File: src/rtl/invert_sq_root.sv
// invert_sq_root: fully pipelined binary32 reciprocal square root (magic-constant seed + Newton step).
// Optional macro INVSQRT_SECOND_ITER_EN appends a second Newton step (latency 9 instead of 5).
module invert_sq_root #(
  parameter logic [31:0] MAGIC = 32'h5F3759DF
) (
  input  logic        clk,
  input  logic        rst,
  input  logic [31:0] DataIn,
  output logic [31:0] DataOut
);
  localparam int DATA_W = 32;
  localparam logic [DATA_W-1:0] F_INF  = 32'h7F800000;
  localparam logic [DATA_W-1:0] F_QNAN = 32'h7FC00000;
  // 1.5 in unsigned Q2.26
  localparam logic [27:0] ONE_P5 = 28'h600_0000;

  typedef enum logic [1:0] {SC_NORM = 2'd0, SC_INF = 2'd1, SC_ZERO = 2'd2, SC_NAN = 2'd3} sc_e;

  function automatic sc_e classify(input logic [DATA_W-1:0] x);
    if (x[30:23] == 8'd0)                          classify = SC_INF;
    else if (x[30:23] == 8'hFF && x[22:0] != '0)   classify = SC_NAN;
    else if (x[31])                                classify = SC_NAN;
    else if (x[30:23] == 8'hFF)                    classify = SC_ZERO;
    else                                           classify = SC_NORM;
  endfunction

  function automatic logic [DATA_W-1:0] halve(input logic [DATA_W-1:0] x);
    if (x[30:23] == 8'd0) halve = '0;
    else                  halve = {x[31], x[30:23] - 8'd1, x[22:0]};
  endfunction

  // Positive-only multiply: truncated 24x24 mantissa product, flush-to-zero on underflow.
  function automatic logic [DATA_W-1:0] fmul(input logic [DATA_W-1:0] a, input logic [DATA_W-1:0] b);
    logic [47:0]       prod;
    logic signed [9:0] e;
    logic [22:0]       m;
    prod = {24'd0, 1'b1, a[22:0]} * {24'd0, 1'b1, b[22:0]};
    e    = $signed({2'b00, a[30:23]}) + $signed({2'b00, b[30:23]}) - 10'sd127;
    if (prod[47]) begin
      m = prod[46:24];
      e = e + 10'sd1;
    end else begin
      m = prod[45:23];
    end
    if (a[30:23] == 8'd0 || b[30:23] == 8'd0 || e <= 10'sd0) fmul = '0;
    else if (e >= 10'sd255)                                   fmul = F_INF;
    else                                                      fmul = {1'b0, e[7:0], m};
  endfunction

  // 1.5 - t by aligning t into Q2.26 and renormalising the difference.
  function automatic logic [DATA_W-1:0] sub_from_1p5(input logic [DATA_W-1:0] t);
    logic [27:0] tf;
    logic [27:0] diff;
    logic [27:0] norm;
    logic [7:0]  sh;
    int          msb;
    sub_from_1p5 = '0;
    tf   = '0;
    sh   = '0;
    msb  = 0;
    diff = '0;
    norm = '0;
    if (t[30:23] > 8'd127) begin
      tf = ONE_P5;
    end else if (t[30:23] != 8'd0) begin
      sh = 8'd127 - t[30:23];
      tf = {2'b01, t[22:0], 3'b000} >> sh;
    end
    if (tf < ONE_P5) begin
      diff = ONE_P5 - tf;
      for (int i = 0; i < 28; i++) if (diff[i]) msb = i;
      norm = diff << (27 - msb);
      sub_from_1p5 = {1'b0, 8'(msb + 101), norm[26:4]};
    end
  endfunction

  function automatic logic [DATA_W-1:0] finish(input logic vld, input sc_e code, input logic [DATA_W-1:0] y);
    if (!vld) finish = '0;
    else begin
      case (code)
        SC_INF:  finish = F_INF;
        SC_ZERO: finish = '0;
        SC_NAN:  finish = F_QNAN;
        default: finish = y;
      endcase
    end
  endfunction

  logic              vld_p0_q, vld_p0_d, vld_p1_q, vld_p1_d, vld_p2_q, vld_p2_d;
  logic              vld_p3_q, vld_p3_d, vld_p4_q, vld_p4_d;
  sc_e               code_p1_q, code_p1_d, code_p2_q, code_p2_d, code_p3_q, code_p3_d, code_p4_q, code_p4_d;
  logic [DATA_W-1:0] x_p0_q, x_p0_d;
  logic [DATA_W-1:0] y0_p1_q, y0_p1_d, y0_p2_q, y0_p2_d, y0_p3_q, y0_p3_d, y0_p4_q, y0_p4_d;
  logic [DATA_W-1:0] h_p1_q, h_p1_d, h_p2_q, h_p2_d;
  logic [DATA_W-1:0] t1_p2_q, t1_p2_d, t2_p3_q, t2_p3_d, t3_p4_q, t3_p4_d;
  logic [DATA_W-1:0] out_q, out_d;
`ifdef INVSQRT_SECOND_ITER_EN
  logic              vld_p5_q, vld_p5_d, vld_p6_q, vld_p6_d, vld_p7_q, vld_p7_d, vld_p8_q, vld_p8_d;
  sc_e               code_p5_q, code_p5_d, code_p6_q, code_p6_d, code_p7_q, code_p7_d, code_p8_q, code_p8_d;
  logic [DATA_W-1:0] h_p3_q, h_p3_d, h_p4_q, h_p4_d, h_p5_q, h_p5_d, h_p6_q, h_p6_d;
  logic [DATA_W-1:0] y1_p5_q, y1_p5_d, y1_p6_q, y1_p6_d, y1_p7_q, y1_p7_d, y1_p8_q, y1_p8_d;
  logic [DATA_W-1:0] t1_p6_q, t1_p6_d, t2_p7_q, t2_p7_d, t3_p8_q, t3_p8_d;
`endif

  always_comb begin
    // p0: operand capture
    vld_p0_d  = 1'b1;
    x_p0_d    = DataIn;
    // p1: seed, half operand, special-case code
    vld_p1_d  = vld_p0_q;
    code_p1_d = classify(x_p0_q);
    y0_p1_d   = MAGIC - {1'b0, x_p0_q[31:1]};
    h_p1_d    = halve(x_p0_q);
    // p2: y0*y0
    vld_p2_d  = vld_p1_q;
    code_p2_d = code_p1_q;
    y0_p2_d   = y0_p1_q;
    h_p2_d    = h_p1_q;
    t1_p2_d   = fmul(y0_p1_q, y0_p1_q);
    // p3: h*t1
    vld_p3_d  = vld_p2_q;
    code_p3_d = code_p2_q;
    y0_p3_d   = y0_p2_q;
    t2_p3_d   = fmul(h_p2_q, t1_p2_q);
    // p4: 1.5 - t2
    vld_p4_d  = vld_p3_q;
    code_p4_d = code_p3_q;
    y0_p4_d   = y0_p3_q;
    t3_p4_d   = sub_from_1p5(t2_p3_q);
`ifdef INVSQRT_SECOND_ITER_EN
    h_p3_d    = h_p2_q;
    h_p4_d    = h_p3_q;
    // p5: first refinement y1
    vld_p5_d  = vld_p4_q;
    code_p5_d = code_p4_q;
    h_p5_d    = h_p4_q;
    y1_p5_d   = fmul(y0_p4_q, t3_p4_q);
    // p6..p8: second Newton step on y1
    vld_p6_d  = vld_p5_q;
    code_p6_d = code_p5_q;
    h_p6_d    = h_p5_q;
    y1_p6_d   = y1_p5_q;
    t1_p6_d   = fmul(y1_p5_q, y1_p5_q);
    vld_p7_d  = vld_p6_q;
    code_p7_d = code_p6_q;
    y1_p7_d   = y1_p6_q;
    t2_p7_d   = fmul(h_p6_q, t1_p6_q);
    vld_p8_d  = vld_p7_q;
    code_p8_d = code_p7_q;
    y1_p8_d   = y1_p7_q;
    t3_p8_d   = sub_from_1p5(t2_p7_q);
    out_d     = finish(vld_p8_q, code_p8_q, fmul(y1_p8_q, t3_p8_q));
`else
    out_d     = finish(vld_p4_q, code_p4_q, fmul(y0_p4_q, t3_p4_q));
`endif
  end

  always_ff @(posedge clk) begin
    if (rst) begin
      vld_p0_q <= 1'b0; vld_p1_q <= 1'b0; vld_p2_q <= 1'b0; vld_p3_q <= 1'b0; vld_p4_q <= 1'b0;
      code_p1_q <= SC_NORM; code_p2_q <= SC_NORM; code_p3_q <= SC_NORM; code_p4_q <= SC_NORM;
      x_p0_q <= '0; y0_p1_q <= '0; y0_p2_q <= '0; y0_p3_q <= '0; y0_p4_q <= '0;
      h_p1_q <= '0; h_p2_q <= '0; t1_p2_q <= '0; t2_p3_q <= '0; t3_p4_q <= '0;
      out_q <= '0;
`ifdef INVSQRT_SECOND_ITER_EN
      vld_p5_q <= 1'b0; vld_p6_q <= 1'b0; vld_p7_q <= 1'b0; vld_p8_q <= 1'b0;
      code_p5_q <= SC_NORM; code_p6_q <= SC_NORM; code_p7_q <= SC_NORM; code_p8_q <= SC_NORM;
      h_p3_q <= '0; h_p4_q <= '0; h_p5_q <= '0; h_p6_q <= '0;
      y1_p5_q <= '0; y1_p6_q <= '0; y1_p7_q <= '0; y1_p8_q <= '0;
      t1_p6_q <= '0; t2_p7_q <= '0; t3_p8_q <= '0;
`endif
    end else begin
      vld_p0_q <= vld_p0_d; vld_p1_q <= vld_p1_d; vld_p2_q <= vld_p2_d; vld_p3_q <= vld_p3_d; vld_p4_q <= vld_p4_d;
      code_p1_q <= code_p1_d; code_p2_q <= code_p2_d; code_p3_q <= code_p3_d; code_p4_q <= code_p4_d;
      x_p0_q <= x_p0_d; y0_p1_q <= y0_p1_d; y0_p2_q <= y0_p2_d; y0_p3_q <= y0_p3_d; y0_p4_q <= y0_p4_d;
      h_p1_q <= h_p1_d; h_p2_q <= h_p2_d; t1_p2_q <= t1_p2_d; t2_p3_q <= t2_p3_d; t3_p4_q <= t3_p4_d;
      out_q <= out_d;
`ifdef INVSQRT_SECOND_ITER_EN
      vld_p5_q <= vld_p5_d; vld_p6_q <= vld_p6_d; vld_p7_q <= vld_p7_d; vld_p8_q <= vld_p8_d;
      code_p5_q <= code_p5_d; code_p6_q <= code_p6_d; code_p7_q <= code_p7_d; code_p8_q <= code_p8_d;
      h_p3_q <= h_p3_d; h_p4_q <= h_p4_d; h_p5_q <= h_p5_d; h_p6_q <= h_p6_d;
      y1_p5_q <= y1_p5_d; y1_p6_q <= y1_p6_d; y1_p7_q <= y1_p7_d; y1_p8_q <= y1_p8_d;
      t1_p6_q <= t1_p6_d; t2_p7_q <= t2_p7_d; t3_p8_q <= t3_p8_d;
`endif
    end
  end

  assign DataOut = out_q;

endmodule

File: config.mk
export PLATFORM = sky130hd
export DESIGN_NAME = invert_sq_root
export DESIGN_NICKNAME = d
export VERILOG_FILES = /design/src/rtl/invert_sq_root.sv
export SDC_FILE = /design/constraint.sdc
export NUM_CORES = 2
export LEC_CHECK = 0
export ABC_CLOCK_PERIOD_IN_PS = 18000
export CAP_MARGIN = 20
export CELL_PAD_IN_SITES_DETAIL_PLACEMENT = 0
export CELL_PAD_IN_SITES_GLOBAL_PLACEMENT = 1
export CORE_MARGIN = 2
export CORE_UTILIZATION = 35
export CTS_CLUSTER_SIZE = 28
export DETAILED_ROUTE_END_ITERATION = 8
export GPL_ROUTABILITY_DRIVEN = 1
export GPL_TIMING_DRIVEN = 0
export PLACE_DENSITY_LB_ADDON = 0.1
export SETUP_SLACK_MARGIN = 0.1
export SYNTH_ARGS = -nofsm -noshare
export SYNTH_HDL_FRONTEND = slang
export SYNTH_SLANG_ARGS = --single-unit
File: constraint.sdc
create_clock -name clk -period 18 [get_ports clk]
set_input_delay 2.7 -clock clk [delete_from_list [all_inputs] [get_ports clk]]
set_output_delay 2.7 -clock clk [all_outputs]
set_load 0.01 [all_outputs]
==> flow_summary.toml <==
[placement]
dp_hpwl_um = 199000
pre_cts_ws_ps = 5600
dp_cells = 10100
port_buffers = 63
routabilityCongestion = 0.916
place_area_um2 = 71600

[clocking]
cts_tree = "built"
clk_latency_ps = 660
cts-buffers-inserted = 44
postCtsSetupRepairBufs = 0
root_buffer = "clkbuf_16"
cts_resized = 0
cts.path.max_buffers = 3
hold_buffers = 0
htree_levels = 2
clk_pin_slew_ps = 60
cts_num_sinks = 355

[floorplanning]
core_um2 = 193000
rows = 161
start_util_pct = 35.2
io_pins = 66
die_x_um = 444
fp.dieArea_um2 = 197000
die_h_um = 444

[outcome]
status = "finished, final reports clean"

[cells_and_area]
stdcell_count = 10200
utilization_pct = 38.0
drive_gt1_share_pct = 2.53
nets = 9593
stdcell_area_um2 = 73200
layout.cells.most_common = "inv_1"
final_cell_mix = "inv_1, fa_1, nand2_1, ha_1, and2_1"
fillers = 20000
synthToLayoutAreaGrowth_pct = 7.98

[timing]
hold_viol_final = 0
setup-violations-final = 0
postLayoutSetupSlackWorst_ps = 5500
tns_ps = 0
max_clock_freq_mhz = 80.0
skew_ps = 62.3
finalCriticalPeriod_ps = 12500
slew_violations = 0
holdWs_ps = 392
post-route-period-util_pct = 69.5
slew_headroom_pct = 24.0
rsz0062_at_grt = "false"
worst_pin_slew_ps = 1140

[pwr]
p_int_mw = 2.57
switchingPower_mw = 2.36
finalPower_mw = 4.93
ir_drop_uv = 154
power_frac_clock_pct = 19.3
leakage_nw = 35.2
power_density_nw_per_um2 = 67.3
seq_power_share_pct = 18.5
switching_share_pct = 47.9
power_frac_comb_pct = 62.1

[logic_synthesis]
yosys_register_bits = 355
synth_top_area_share_pct = 40.9
syn_area_um2 = 67800
synth.largest_area_cell = "fa_1"
syn_inst = 7496
yosys_warnings = 0
ys_types = 113
synth.avg_cell_area_um2 = 9.05
yosysSeqAreaShare_pct = 10.5
synth_area_leaders = "fa_1, dfxtp_1, ha_1, inv_1, and2_1"
synthFlopType = "dfxtp_1"
synth_edf_count = 0
async_flop_share_pct = 0

[setup_path]
cp_slowest_cell = "clkbuf_1"
crit_path_end_kind = "flip-flop"
crit_type = "flip-flop to flip-flop"
r2r_cells = 35
worst-path-stages = 35
critPathMaxStageDelay_ps = 640
cp.arrival_ps = 12950
worstPathMaxFanout = 10
critical_path_required_ps = 18450
cpMostUsedCell = "fa_1"
crit_family = "adder cells"
path_buf_inv = 11
startpoint_type = "flip-flop"

[global_routing]
grt_start_max_net_pins = 14
grt_pass1_vias = 54600
antenna_found_initial = 10
grt_pass1_wl_um = 357000
grt_util_all_layers_pct = 24.3
gr-total-overflow = 0

[drt]
antenna_left = 0
drc = 0
dr_total_vias = 49900
drt-wirelength-per-cell_um = 23.0
via_per_inst = 4.90
routed_wl_um = 235000
drt_iter0_drc = 3000
first_pass_iters = 6

[hold_path]
hold_depth = 1
hp-class = "flip-flop to flip-flop"

[flow_run]
drv_cap = 0
## state kept, by name, indices dropped and copies added, names as in the netlist
signal,count
x_p0_q,32
DataOut,31
h_p1_q,31
h_p2_q,31
t1_p2_q,31
t2_p3_q,31
t3_p4_q,31
y0_p1_q,31
y0_p2_q,31
y0_p3_q,31
y0_p4_q,31
code_p1_q,2
code_p2_q,2
code_p3_q,2
code_p4_q,2
vld_p0_q,1
vld_p1_q,1
vld_p2_q,1
vld_p3_q,1
vld_p4_q,1
## cell usage after synthesis, types with 35 or more instances
master,count
dfxtp_1,355
xnor2_1,102
nor4_1,35
nand2_1,877
fa_1,1387
ha_1,565
nand3_1,42
inv_1,1687
nor2b_1,187
a21o_1,45
nor3_1,88
xor2_1,38
nor2_1,324
clkbuf_1,293
and2_1,558
mux2i_1,92
o21ai_0,70
a21oi_1,152
## kinds of logic after synthesis
kind of cell | share of synthesized area [%]
DFF | 10.5
AOI/OAI and AO/OA | 6.14
muxes | 1.93
and+or+nand+nor | 16.9
adders and majority gates | 51.4
xor gates and xnor gates | 1.81
buffers and inverters | 11.4
other | 0.00553
## layout make-up
type                            count  area (µm²)  share of cell area [%]
Tap cell                         2526        3160                    4.32
Buffer                            334        1370                    1.87
Antenna cell                       19        47.5                  0.0649
Sequential cell                   355        7110                    9.70
Clock inverter                     24         360                   0.492
Inverter                         1698        6370                    8.70
Timing Repair Buffer               64         643                   0.878
Clock buffer                       55        1190                    1.63
Multi-Input combinational cell   5110       53000                    72.3
## routing by layer
metal,vias up,share of wire [%],track usage [%]
met5,-,0.0055,0
met4,2,3.9,8.31
met3,283,3.9,2.45
met2,1068,48,41.4
met1,25700,44,32.3
li1,22900,-,-
## power by group through the flow
stage          clock [mW]  combinational [mW]  sequential [mW]
2_1_floorplan           0                2.08            0.872
4_1_cts             0.987                3.13            0.914
3_5_place_dp            0                3.10            0.931
3_3_place_gp            0                3.11            0.931
6_report            0.952                3.06            0.914
5_1_grt              1.01                3.46            0.917
## worst paths after layout
kind / from / to / slack [ps]
setup / recovery: y0_p1_q[11] / t1_p2_q[18] / 5500
hold / removal: y0_p2_q[1] / y0_p3_q[1] / 390
setup reg to reg: y0_p1_q[11] / t1_p2_q[18] / 5500
hold reg to reg: y0_p2_q[1] / y0_p3_q[1] / 390
Power figures use the tool's default switching activity.
